File: src/rtl/pht_update_queue.sv
`default_nettype none
// ============================================================================
// Module   : pht_update_queue
// Purpose  : Queues resolved-branch PHT counter updates and retires one per
//            cycle into the banked PHT. Retirement is skipped while the head's
//            bank collides with a fetch-stage PHT read. After STARVE_LIMIT
//            consecutive blocked cycles, the head is written anyway and fetch
//            is told to discard its read results for that cycle.
// Ports    : clk, rst_n          - clock, asynchronous active-low reset
//            upd_valid/index/prev/taken - update request from branch resolve
//            rd_valid, rd_index  - fetch read ports (rd_index flattened,
//                                  port i at [i*INDEX_WIDTH +: INDEX_WIDTH])
//            pht_we/wa/wv        - PHT write port
//            rd_kill             - fetch must drop this cycle's PHT reads
//            count, full, empty  - occupancy
//            dropped             - update rejected because queue is full
// Revision : 1.0 - initial release
// ============================================================================
module pht_update_queue #(
    parameter int QUEUE_SIZE              = 32,
    parameter int PHT_ENTRY_NUM_BIT_WIDTH = 10,
    parameter int INDEX_WIDTH             = PHT_ENTRY_NUM_BIT_WIDTH,
    parameter int FETCH_WIDTH             = 4,
    parameter int INT_ISSUE_WIDTH         = 2,
    parameter int READ_PORTS              = FETCH_WIDTH,
    parameter int BANK_BIT_WIDTH          = $clog2((FETCH_WIDTH > INT_ISSUE_WIDTH) ?
                                                   FETCH_WIDTH : INT_ISSUE_WIDTH),
    parameter int STARVE_LIMIT            = 8
) (
    input  logic                              clk,
    input  logic                              rst_n,
    input  logic                              upd_valid,
    input  logic [INDEX_WIDTH-1:0]            upd_index,
    input  logic [1:0]                        upd_prev,
    input  logic                              upd_taken,
    input  logic [READ_PORTS-1:0]             rd_valid,
    input  logic [READ_PORTS*INDEX_WIDTH-1:0] rd_index,
    output logic                              pht_we,
    output logic [INDEX_WIDTH-1:0]            pht_wa,
    output logic [1:0]                        pht_wv,
    output logic                              rd_kill,
    output logic [$clog2(QUEUE_SIZE):0]       count,
    output logic                              full,
    output logic                              empty,
    output logic                              dropped
);

    localparam int PW = $clog2(QUEUE_SIZE);
    localparam int CW = PW + 1;
    localparam int EW = INDEX_WIDTH + 2;
    localparam int SW = $clog2(STARVE_LIMIT + 1);

    localparam logic [0:0] NORMAL = 1'b0;
    localparam logic [0:0] FORCE  = 1'b1;

    // Entry layout: {index, value}
    logic [EW-1:0] mem [QUEUE_SIZE];

    logic [PW-1:0] head;
    logic [PW-1:0] tail;
    logic [0:0]    state;
    logic [0:0]    state_next;
    logic [SW-1:0] starve_cnt;
    logic [SW-1:0] starve_next;

    logic [1:0]    new_val;
    logic [EW-1:0] head_entry;
    logic          conflict;
    logic          do_write;
    logic          push_ok;

    // 2-bit saturating counter update; never wraps.
    always_comb begin
        new_val = upd_prev;
        if (upd_taken) begin
            if (upd_prev != 2'd3) new_val = upd_prev + 2'd1;
        end else begin
            if (upd_prev != 2'd0) new_val = upd_prev - 2'd1;
        end
    end

    assign head_entry = mem[head];
    assign empty      = (count == '0);
    assign full       = (count == CW'(QUEUE_SIZE));

    // Only the bank-select bits matter for a read/write collision.
    always_comb begin
        conflict = 1'b0;
        for (int i = 0; i < READ_PORTS; i++) begin
            if (rd_valid[i] &&
                (rd_index[i*INDEX_WIDTH +: BANK_BIT_WIDTH] == head_entry[2 +: BANK_BIT_WIDTH])) begin
                conflict = 1'b1;
            end
        end
    end

    assign do_write = !empty && ((state == FORCE) || !conflict);
    assign pht_we   = do_write;
    assign pht_wa   = do_write ? head_entry[EW-1:2] : '0;
    assign pht_wv   = do_write ? head_entry[1:0]    : 2'd0;
    assign rd_kill  = (state == FORCE);

    // A full queue still accepts a push when the head retires this cycle.
    assign push_ok  = upd_valid && (!full || do_write);
    assign dropped  = upd_valid && full && !do_write;

    always_comb begin
        state_next  = state;
        starve_next = starve_cnt;
        if (state == FORCE) begin
            state_next  = NORMAL;
            starve_next = '0;
        end else if (empty || do_write) begin
            starve_next = '0;
        end else if (starve_cnt == SW'(STARVE_LIMIT - 1)) begin
            // Last tolerated blocked cycle: next cycle writes regardless.
            state_next  = FORCE;
            starve_next = '0;
        end else begin
            starve_next = starve_cnt + SW'(1);
        end
    end

    always_ff @(posedge clk or negedge rst_n) begin
        if (!rst_n) begin
            head       <= '0;
            tail       <= '0;
            count      <= '0;
            state      <= NORMAL;
            starve_cnt <= '0;
        end else begin
            if (push_ok)  tail <= tail + PW'(1);
            if (do_write) head <= head + PW'(1);
            count      <= count + CW'(push_ok) - CW'(do_write);
            state      <= state_next;
            starve_cnt <= starve_next;
        end
    end

    // Storage needs no reset: occupancy alone decides what is valid.
    always_ff @(posedge clk) begin
        if (push_ok) mem[tail] <= {upd_index, new_val};
    end

endmodule
`default_nettype wire
File: config.mk
export PLATFORM = sky130hd
export DESIGN_NAME = pht_update_queue
export DESIGN_NICKNAME = d
export VERILOG_FILES = /design/src/rtl/pht_update_queue.sv
export SDC_FILE = /design/constraint.sdc
export NUM_CORES = 1
export LEC_CHECK = 0
export ABC_CLOCK_PERIOD_IN_PS = 3400
export CORE_MARGIN = 4
export CORE_UTILIZATION = 54
export CTS_CLUSTER_SIZE = 8
export DETAILED_ROUTE_END_ITERATION = 16
export HOLD_SLACK_MARGIN = 0.03
export PLACE_DENSITY = 0.76
export SYNTH_ARGS = -nofsm -noshare
export SYNTH_HDL_FRONTEND = slang
export SYNTH_SLANG_ARGS = --single-unit
File: constraint.sdc
create_clock -name clk -period 3.4 [get_ports clk]
set_input_delay 0.51 -clock clk [delete_from_list [all_inputs] [get_ports clk]]
set_output_delay 0.51 -clock clk [all_outputs]
set_load 0.02 [all_outputs]
### Word-level counts from Yosys, hierarchy flattened

Memories as Yosys holds them, arrays and structs flattened.
Index checks and enable logic that the tools add are counted.

* register bits after elaboration: 21
* RAM bits: 384
* input port bits: 60
* word-level logic and storage cells: 54
* memories: 1

Memories
* mem: depth 32, bits a word 12, rd ports 1, clocked after memory_dff 0, wr ports 1, line 57 `logic [EW-1:0] mem [QUEUE_SIZE];`

* add/sub/neg operators: 7
* equal/unequal tests: 7
* muxes and demuxes: 17
* reductions and logical operators: 17

Operator list (number)
* 2-to-1 mux 4 bit: 3
* adder 5 x 1 -> 5 bit (second input constant): 2
* 2-to-1 mux 10 bit: 1
* 2-to-1 mux 1 bit: 9
* == test 2 bit: 4
* logical AND 1 bit: 8
* 2-to-1 mux 2 bit: 4
* adder 6 x 1 -> 6 bit: 1
* == test 6 bit (second input constant): 1
* zero test 6 bit: 1
* subtractor 6 x 1 -> 6 bit: 1
* adder 4 x 1 -> 4 bit (second input constant): 1
* == test 4 x 3 -> 1 bit (second input constant): 1
* zero test 1 bit: 4
* logical OR 1 bit: 3
* adder 2 x 1 -> 2 bit (second input constant): 1
* inequality test 2 bit (second input constant): 1
* nonzero test 2 bit: 1
* subtractor 2 x 1 -> 2 bit (second input constant): 1

### Longest topological paths before layout

An unclocked memory read counts as a cell.

* depth after elaboration: 14
* depth in mapped cells: 18
* mapped depth without buffers: 16

### Worst setup path after synthesis

Ideal clock, no wire load.

* path type: reg2reg
* from: reg head[2]
* to: reg count[5]
* arrival: 3284 ps
* required time: 3321 ps
* slack: 37 ps
* stages on the path, launching flop included: 18
* path buffers: 1
* period minus slack after synthesis: 3363 ps
* cells stage by stage: dfrtp_1 > buf_6 > mux2_2 > o2bb2ai_1 > a211oi_2 > a31o_2 > nor2_2 > xnor2_1 > o22ai_1 > o21bai_4 > nand2_4 > or2_1 > ha_1 > a21o_1 > a21oi_1 > o21bai_1 > a21oi_1 > xor2_1

* longest elaborated chain between the ends: 14
* elaborated cells on any way between the ends: 20
* those cells by class: add/sub: 2; eq/ne: 4; mux: 4; reduce/logical: 9; memory: 1

Ends and longest elaborated chain
* start, declared: line 59 `logic [PW-1:0] head;`
* start signal, assigned: line 133 `if (do_write) head <= head + PW'(1);`
* memory (32 x 12 bit) (*)
* == test 2 bit: line 91 `(rd_index[i*INDEX_WIDTH +: BANK_BIT_WIDTH] == head_entry[2 +: BANK_BIT_WIDTH])) begin`
* logical AND 1 bit: line 90 `if (rd_valid[i] &&`
* 2-to-1 mux 1 bit (3 in a row): line 90
* 2-to-1 mux 1 bit (*): line 90
* zero test 1 bit (*): line 97 `assign do_write = !empty && ((state == FORCE) || !conflict);`
* logical OR 1 bit (*): line 97
* logical AND 1 bit (*): line 97
* logical OR 1 bit: line 104 `assign push_ok = upd_valid && (!full || do_write);`
* logical AND 1 bit: line 104
* adder 6 x 1 -> 6 bit: line 134 `count <= count + CW'(push_ok) - CW'(do_write);`
* subtractor 6 x 1 -> 6 bit (*): line 134
* end signal, assigned: line 134
* end, declared: line 42 `output logic [$clog2(QUEUE_SIZE):0] count,`

Every way passes the cells marked *; elsewhere a longest branch is shown, timed or not.
A chain may end at the register's enable or synchronous reset.

### Final worst setup path

* from: reg head[2]
* to: out pht_wa[6]

* longest elaborated chain between the ends: 11
* elaborated cells on any way between the ends: 17
* those cells by class: eq/ne: 4; mux: 5; reduce/logical: 7; memory: 1

Ends and longest elaborated chain
* memory (32 x 12 bit) (*)
* == test 2 bit: line 91
* logical AND 1 bit: line 90
* 2-to-1 mux 1 bit (4 in a row): line 90
* zero test 1 bit: line 97
* logical OR 1 bit: line 97
* logical AND 1 bit: line 97
* 2-to-1 mux 10 bit (*): line 99 `assign pht_wa = do_write ? head_entry[EW-1:2] : '0;`
* end, declared: line 39 `output logic [INDEX_WIDTH-1:0] pht_wa,`

Marks and branches as above.

==> impl_metrics.tcl <==
set metrics [dict create \
    outcome "complete, but fails checks" \
    violations "setup timing" \
    die_area_sq_um 32900 \
    drt-pass1-iter-count 5 \
    finalSetupViolations 395 \
    antenna_found_initial 0 \
    drt_drc_violations_left 0 \
    r2r-start "head[2]" \
    place_congestion 0.831 \
    path_cells "buf_4 > buf_12 > mux2i_2 > nand3_1 > a31o_2 > nor2_4 > xnor2_2 > o22ai_2 > o21bai_4 > nand2_4 > clkbuf_16 > nor2_4 > buf_6" \
    synth_cells 792 \
    synth.area.top_cells "edfxtp_1, mux4_2, dfrtp_1, mux2i_1, nor2_1" \
    rows 63 \
    slowest_stage "dfrtp_4" \
    final.min_clock_period_ns 3.84 \
    cp.arrival_ns 3.33 \
    final_max_slew_viol_count 0 \
    power_leakage_nw 6.98 \
    fin_crit_sh 1.13 \
    grt_pass1_wl_mm 55.9 \
    drv_cap 0 \
    synth_top_cell_by_area "edfxtp_1" \
    worstPathRequired_ns 2.89 \
    ys_async_sr_fraction 0.0519 \
    die_w_um 181 \
    yosys.area.top_type_share 0.711 \
    clockBufferDepth 3 \
    regToRegSetupSlack_ns -0.28 \
    rsz0062_at_grt "yes" \
    portBuffers 50 \
    vdd_drop_max_mv 0.480 \
    synth-edff-count 384 \
    diodes 0 \
    cpPeakStageDelay_ns 0.55 \
    fmax_mhz 260 \
    core_area_sq_um 29600 \
    vias 8734 \
    worst-slew-pin-transition_ns 1.19 \
    yosys_most_used_dff "edfxtp_1" \
    drt_wl_total_mm 39.8 \
    syn-num-nets 867 \
    synth_cell_types 55 \
    path_clk_slew_ns 0.06 \
    cp-end-kind "primary output" \
    synth-seq-area-share 0.743 \
    holdWs_ns 0.338 \
    cts_made_buffers 56 \
    wl_per_cell_um 28.0 \
    grt_pass1_vias 8984 \
    viasPerCell 6.14 \
    area_delta_synth_final_pct 27.1 \
    cp_max_fo 8 \
    h-tree-depth 2 \
    worst_path_most_repeated_cell "nor2_4" \
    tns_ns -47.91 \
    worst_skew_pair.late_latency_ns 0.57 \
    cts_tree "done" \
    drt_iter0_markers 1031 \
    grt_max_degree 56 \
    postSynthAreaPerCell_sq_um 20.5 \
    fin_nets 1083 \
    ys_ff_latch 405 \
    yosysWarnings 0 \
    root_buffer "clkbuf_16" \
    antenna_left 0 \
    ctsHoldBuffers 0 \
    clock_sinks 405 \
    grt_overflow 0 \
    hold_viol 0 \
    place_hpwl_mm 21.6 \
    drive_gt1_frac 0.386 \
    r2r_cells 17 \
    die_h_um 181 \
    grt_usage 0.226 \
    max_slew_margin 0.206 \
    ioPinCount 83 \
    r2r-end "count[5]" \
    hold_class "input port to async pin" \
    finalPower_mw 19.8 \
    setup_slack_ns -0.443 \
    syn_area_sq_um 16200 \
    p_per_area_nw_per_um2 960 \
    initial_core_util 0.547 \
    start_kind "register" \
    path_class "register to primary output" \
    n_fill_cell 1745 \
    skew_ns 0.0208 \
]
-- registers in the layout, indices dropped and copies added (netlist names) --
signal,count
count,6
head,5
mem,384
rd_kill,1
starve_cnt,4
tail,5
-- kinds of logic (layout without fill, tap and decap cells) --
logic type      after synthesis  after routing  synth area share
compound gates               44             44            0.0205
buf+inv                      44            284            0.0128
mux                         144            144             0.167
flops                       405            405             0.743
fa+ha+maj                    17             17            0.0133
xor+xnor                     15             15           0.00810
simple gates                123            124            0.0354
-- per-layer routing --
| layer | wire length, um | global-route usage |
|---|---|---|
| met4 | 1430 | 0.0573 |
| met5 | 0 | 0 |
| met1 | 14600 | 0.302 |
| met3 | 3010 | 0.0435 |
| met2 | 20700 | 0.389 |
-- placed cells by master, fill, tap and decap left out, types with 4 or more instances in the layout --
cell type / Yosys / layout
a21boi_0: 6 / 4
a21oi_1: 11 / 8
a22oi_1: 6 / 5
and2_1: 5 / 4
buf_12: 0 / 17
buf_4: 2 / 74
buf_6: 3 / 53
buf_8: 0 / 10
clkbuf_1: 15 / 23
clkbuf_16: 0 / 58
clkdlybuf4s50_1: 0 / 36
dfrtp_1: 21 / 18
edfxtp_1: 384 / 384
ha_1: 14 / 13
inv_1: 10 / 10
mux2i_1: 40 / 38
mux4_2: 100 / 100
nand2_1: 23 / 18
nand2_8: 0 / 4
nand2b_1: 5 / 5
nand3_1: 8 / 7
nor2_1: 51 / 10
nor2_4: 0 / 40
nor2b_1: 4 / 4
nor3_1: 9 / 5
nor3_2: 0 / 4
xnor2_1: 12 / 10
-- critical path, delay by kind of cell, from the launching register on --
kind,cells,cell delay [ns]
buffers and inverters,4,0.65
DFF,1,0.55
and+or+nand+nor,4,0.58
AOI/OAI and AO/OA,3,0.59
muxes,1,0.22
xor gates and xnor gates,1,0.16
-- worst max path at each step --
stage                 start         to  slack [ns]  cells after the start
finish              head[2]  pht_wa[6]       -0.44                     13
global route        head[2]  pht_wa[2]       -0.56                     13
CTS                 head[2]  pht_wa[8]       -0.41                     13
detailed placement  head[2]  pht_wa[8]       -0.32                     12
global placement    head[2]  pht_wa[6]       -0.23                     12
floorplan           head[2]   count[5]        0.04                     17
-- layout make-up --
| class | instances | area, sq um | share of cell area |
|---|---|---|---|
| inverter | 10 | 37.5 | 0.00182 |
| sequential | 405 | 12100 | 0.585 |
| clock buffer | 80 | 1510 | 0.0734 |
| multi-input combinational | 344 | 4460 | 0.216 |
| timing repair buffer | 191 | 2030 | 0.0984 |
| tap | 390 | 488 | 0.0237 |
| clock inverter | 3 | 22.5 | 0.00109 |
-- power breakdown --
part | total (mW) | switching (mW) | internal [mW]
sequential | 6.37 | 0.289 | 6.08
clock | 4.95 | 1.93 | 3.02
combinational | 8.48 | 4.35 | 4.13
total | 19.8 | 6.57 | 13.2
-- what timing repair did --
item,4_1_cts,5_1_grt
setup endpoints to repair,334,385
gates cloned,1,3
pin swaps,11,44
gates resized for setup,116,150
setup buffers,7,14
-- per-stage QoR --
stage | worst slack (ns) | instances | utilization | area (sq um)
after global placement | -0.228 | 1315 | 0.611 | 18100
after CTS | -0.413 | 1406 | 0.670 | 19900
after detailed placement | -0.322 | 1315 | 0.611 | 18100
after floorplan | 0.0371 | 792 | - | 16200
after global routing | -0.561 | 1423 | 0.696 | 20600
final | -0.443 | 1423 | 0.696 | 20600
-- synthesized netlist by cell type, types with 2 or more instances --
library cell,n
dfrtp_1,21
nand2b_1,5
maj3_1,2
mux2i_1,40
buf_4,2
buf_2,10
and2_1,5
a22oi_1,6
xor2_1,3
clkbuf_1,15
nor4_1,2
nand4_1,3
ha_1,14
nor2_1,51
and3_1,3
a31o_2,2
o221ai_1,3
buf_1,4
a21oi_1,11
mux2_2,2
buf_6,3
nor2b_1,4
a21boi_0,6
edfxtp_1,384
nand3_1,8
xnor2_1,12
nand2_1,23
nor3b_1,2
o21ai_1,2
nor3_1,9
mux4_2,100
nand3b_1,3
inv_1,10
Power figures use the tool's default switching activity.
==> RTL change, RTL diff (config.mk and constraints unchanged) <==
Compare `count` against `CW'(QUEUE_SIZE)` with >= in place of ==.
--- a/src/rtl/pht_update_queue.sv
+++ b/src/rtl/pht_update_queue.sv
@@ -81,7 +81,7 @@
 
     assign head_entry = mem[head];
     assign empty      = (count == '0);
-    assign full       = (count == CW'(QUEUE_SIZE));
+    assign full       = (count >= CW'(QUEUE_SIZE));
 
     // Only the bank-select bits matter for a read/write collision.
     always_comb begin
Function: same outputs for any inputs over 4 cycles, from zero or initial values and one cycle with rst_n low; that may be too few to reach the edited logic, so the function may still have changed.
==> RTL change against the unedited design <==
- the flow still finishes with violations (setup timing)
- critical path depth fell by 1
- register-to-register slack got worse by 0.47 ns
- fmax fell by 8.1%
- sequential cell count did not move
- wire length rose by 2.2%
- power fell by 1.7%
- sequential share of layout area fell by 0.35 points
- setup slack got worse by 0.34 ns
- global-route usage rose by 2.3 points
- design area rose by 0.59%
- area after synthesis rose by 2.1%
- critical endpoint is now pht_wa[9]
==> RTL change: results (changes against the unedited design) <==
stage,metric,value,unit,change
timing,setup_viol,406,,was 395
logic_synthesis,ys_seq_area_share,72.8,%,was 74.3%
critical_path,cp_slowest_cell,mux4_2,,was dfrtp_4
global_routing,met1_usage,34.2,%,was 30.2%
critical_path,r2r_start,head[1]$_DFFE_PN0P_,,was head[2]$_DFFE_PN0P_
critical_path,setup.worst_path.end,pht_wa[9],,was pht_wa[6]
critical_path,critPathMaxFanout,10,,was 8
timing,whs,0.253,ns,was 0.338 ns
power,switching_share,34.3,%,was 33.2%
logic_synthesis,avgSynthCellArea,19.9,sq um,was 20.5 sq um
critical_path,rr_worst_depth,18,,was 17
power,vdd_ir_drop_max,0.926,mV,was 0.480 mV
final_layout,fin_nets,1082,,was 1083
global_routing,met2_usage,41.0,%,was 38.9%
route,wl_met3,3060,um,was 3010 um
global_routing,use_met3,4.94,%,was 4.35%
route,wirelength,40700,um,was 39800 um
power,seq_cell_power,6110,uW,was 6370 uW
place,place_area,18600,sq um,was 18100 sq um
timing,timing.final.ws_setup,-0.782,ns,was -0.443 ns
global_routing,grt_pass1_vias,9418,,was 8984
status,status,"finished, violations left",,unchanged
route,drt_iter0_drc,879,,was 1031
route,dr_wl_met2,20600,um,was 20700 um
global_routing,grt_pass1_wl,61300,um,was 55900 um
logic_synthesis,yosysUniqueCellTypes,60,,was 55
place,dp_cells,1318,,was 1315
power,powerDensity,939,nW/um^2,was 960 nW/um^2
status,violations,setup timing,,unchanged
critical_path,crit_arrival,3.67,ns,was 3.33 ns
place,dp_slack,-0.629,ns,was -0.322 ns
timing,slew_headroom,18.0,%,was 20.6%
logic_synthesis,synth_commonest_cells,"384 x edfxtp_1, 112 x mux4_2, 50 x nand2_1, 40 x a21oi_1",,"was 384 x edfxtp_1, 100 x mux4_2, 51 x nor2_1, 40 x mux2i_1, 23 x nand2_1"
route,vias,9002,,was 8734
power,power.leakage,0.00690,uW,was 0.00698 uW
logic_synthesis,syn_nets,909,,was 867
global_routing,grt_max_degree,50,,was 56
critical_path,r2r_slack,-0.75,ns,was -0.28 ns
critical_path,cp_slowest_stage_delay,0.53,ns,was 0.55 ns
RTL change: changes by cell type after synthesis, sizes merged, moves of 6 or more:
cell,delta
a21oi,+29
a22oi,-6
buf,+12
inv,+7
mux2i,-20
mux4,+12
nand2,+25
nor2,-31
xnor2,-7
RTL change: cell type report:
cell class,instances,area (sq um)
inverter,18,67.6
clock inverter,4,50.0
tap,390,488
multi-input combinational,362,4750
clock buffer,76,1480
sequential,405,12100
fill,1806,9220
timing repair buffer,164,1830
RTL change: cell families after synthesis:
group | after synthesis | share of synthesized area (%)
flops | 405 | 72.8
mux | 140 | 17.0
simple gates | 119 | 3.52
compound gates | 77 | 3.16
buf+inv | 67 | 1.77
fa+ha+maj | 17 | 1.30
xor+xnor | 9 | 0.476
RTL change: repair_timing:
item                                    4_1_cts  5_1_grt
buffers inserted                             10        3
gates cloned                                  8        0
endpoints found under the setup margin      406      407
gates resized for setup                     155       17
pin swaps                                    10        6
hold buffers                                  0        0
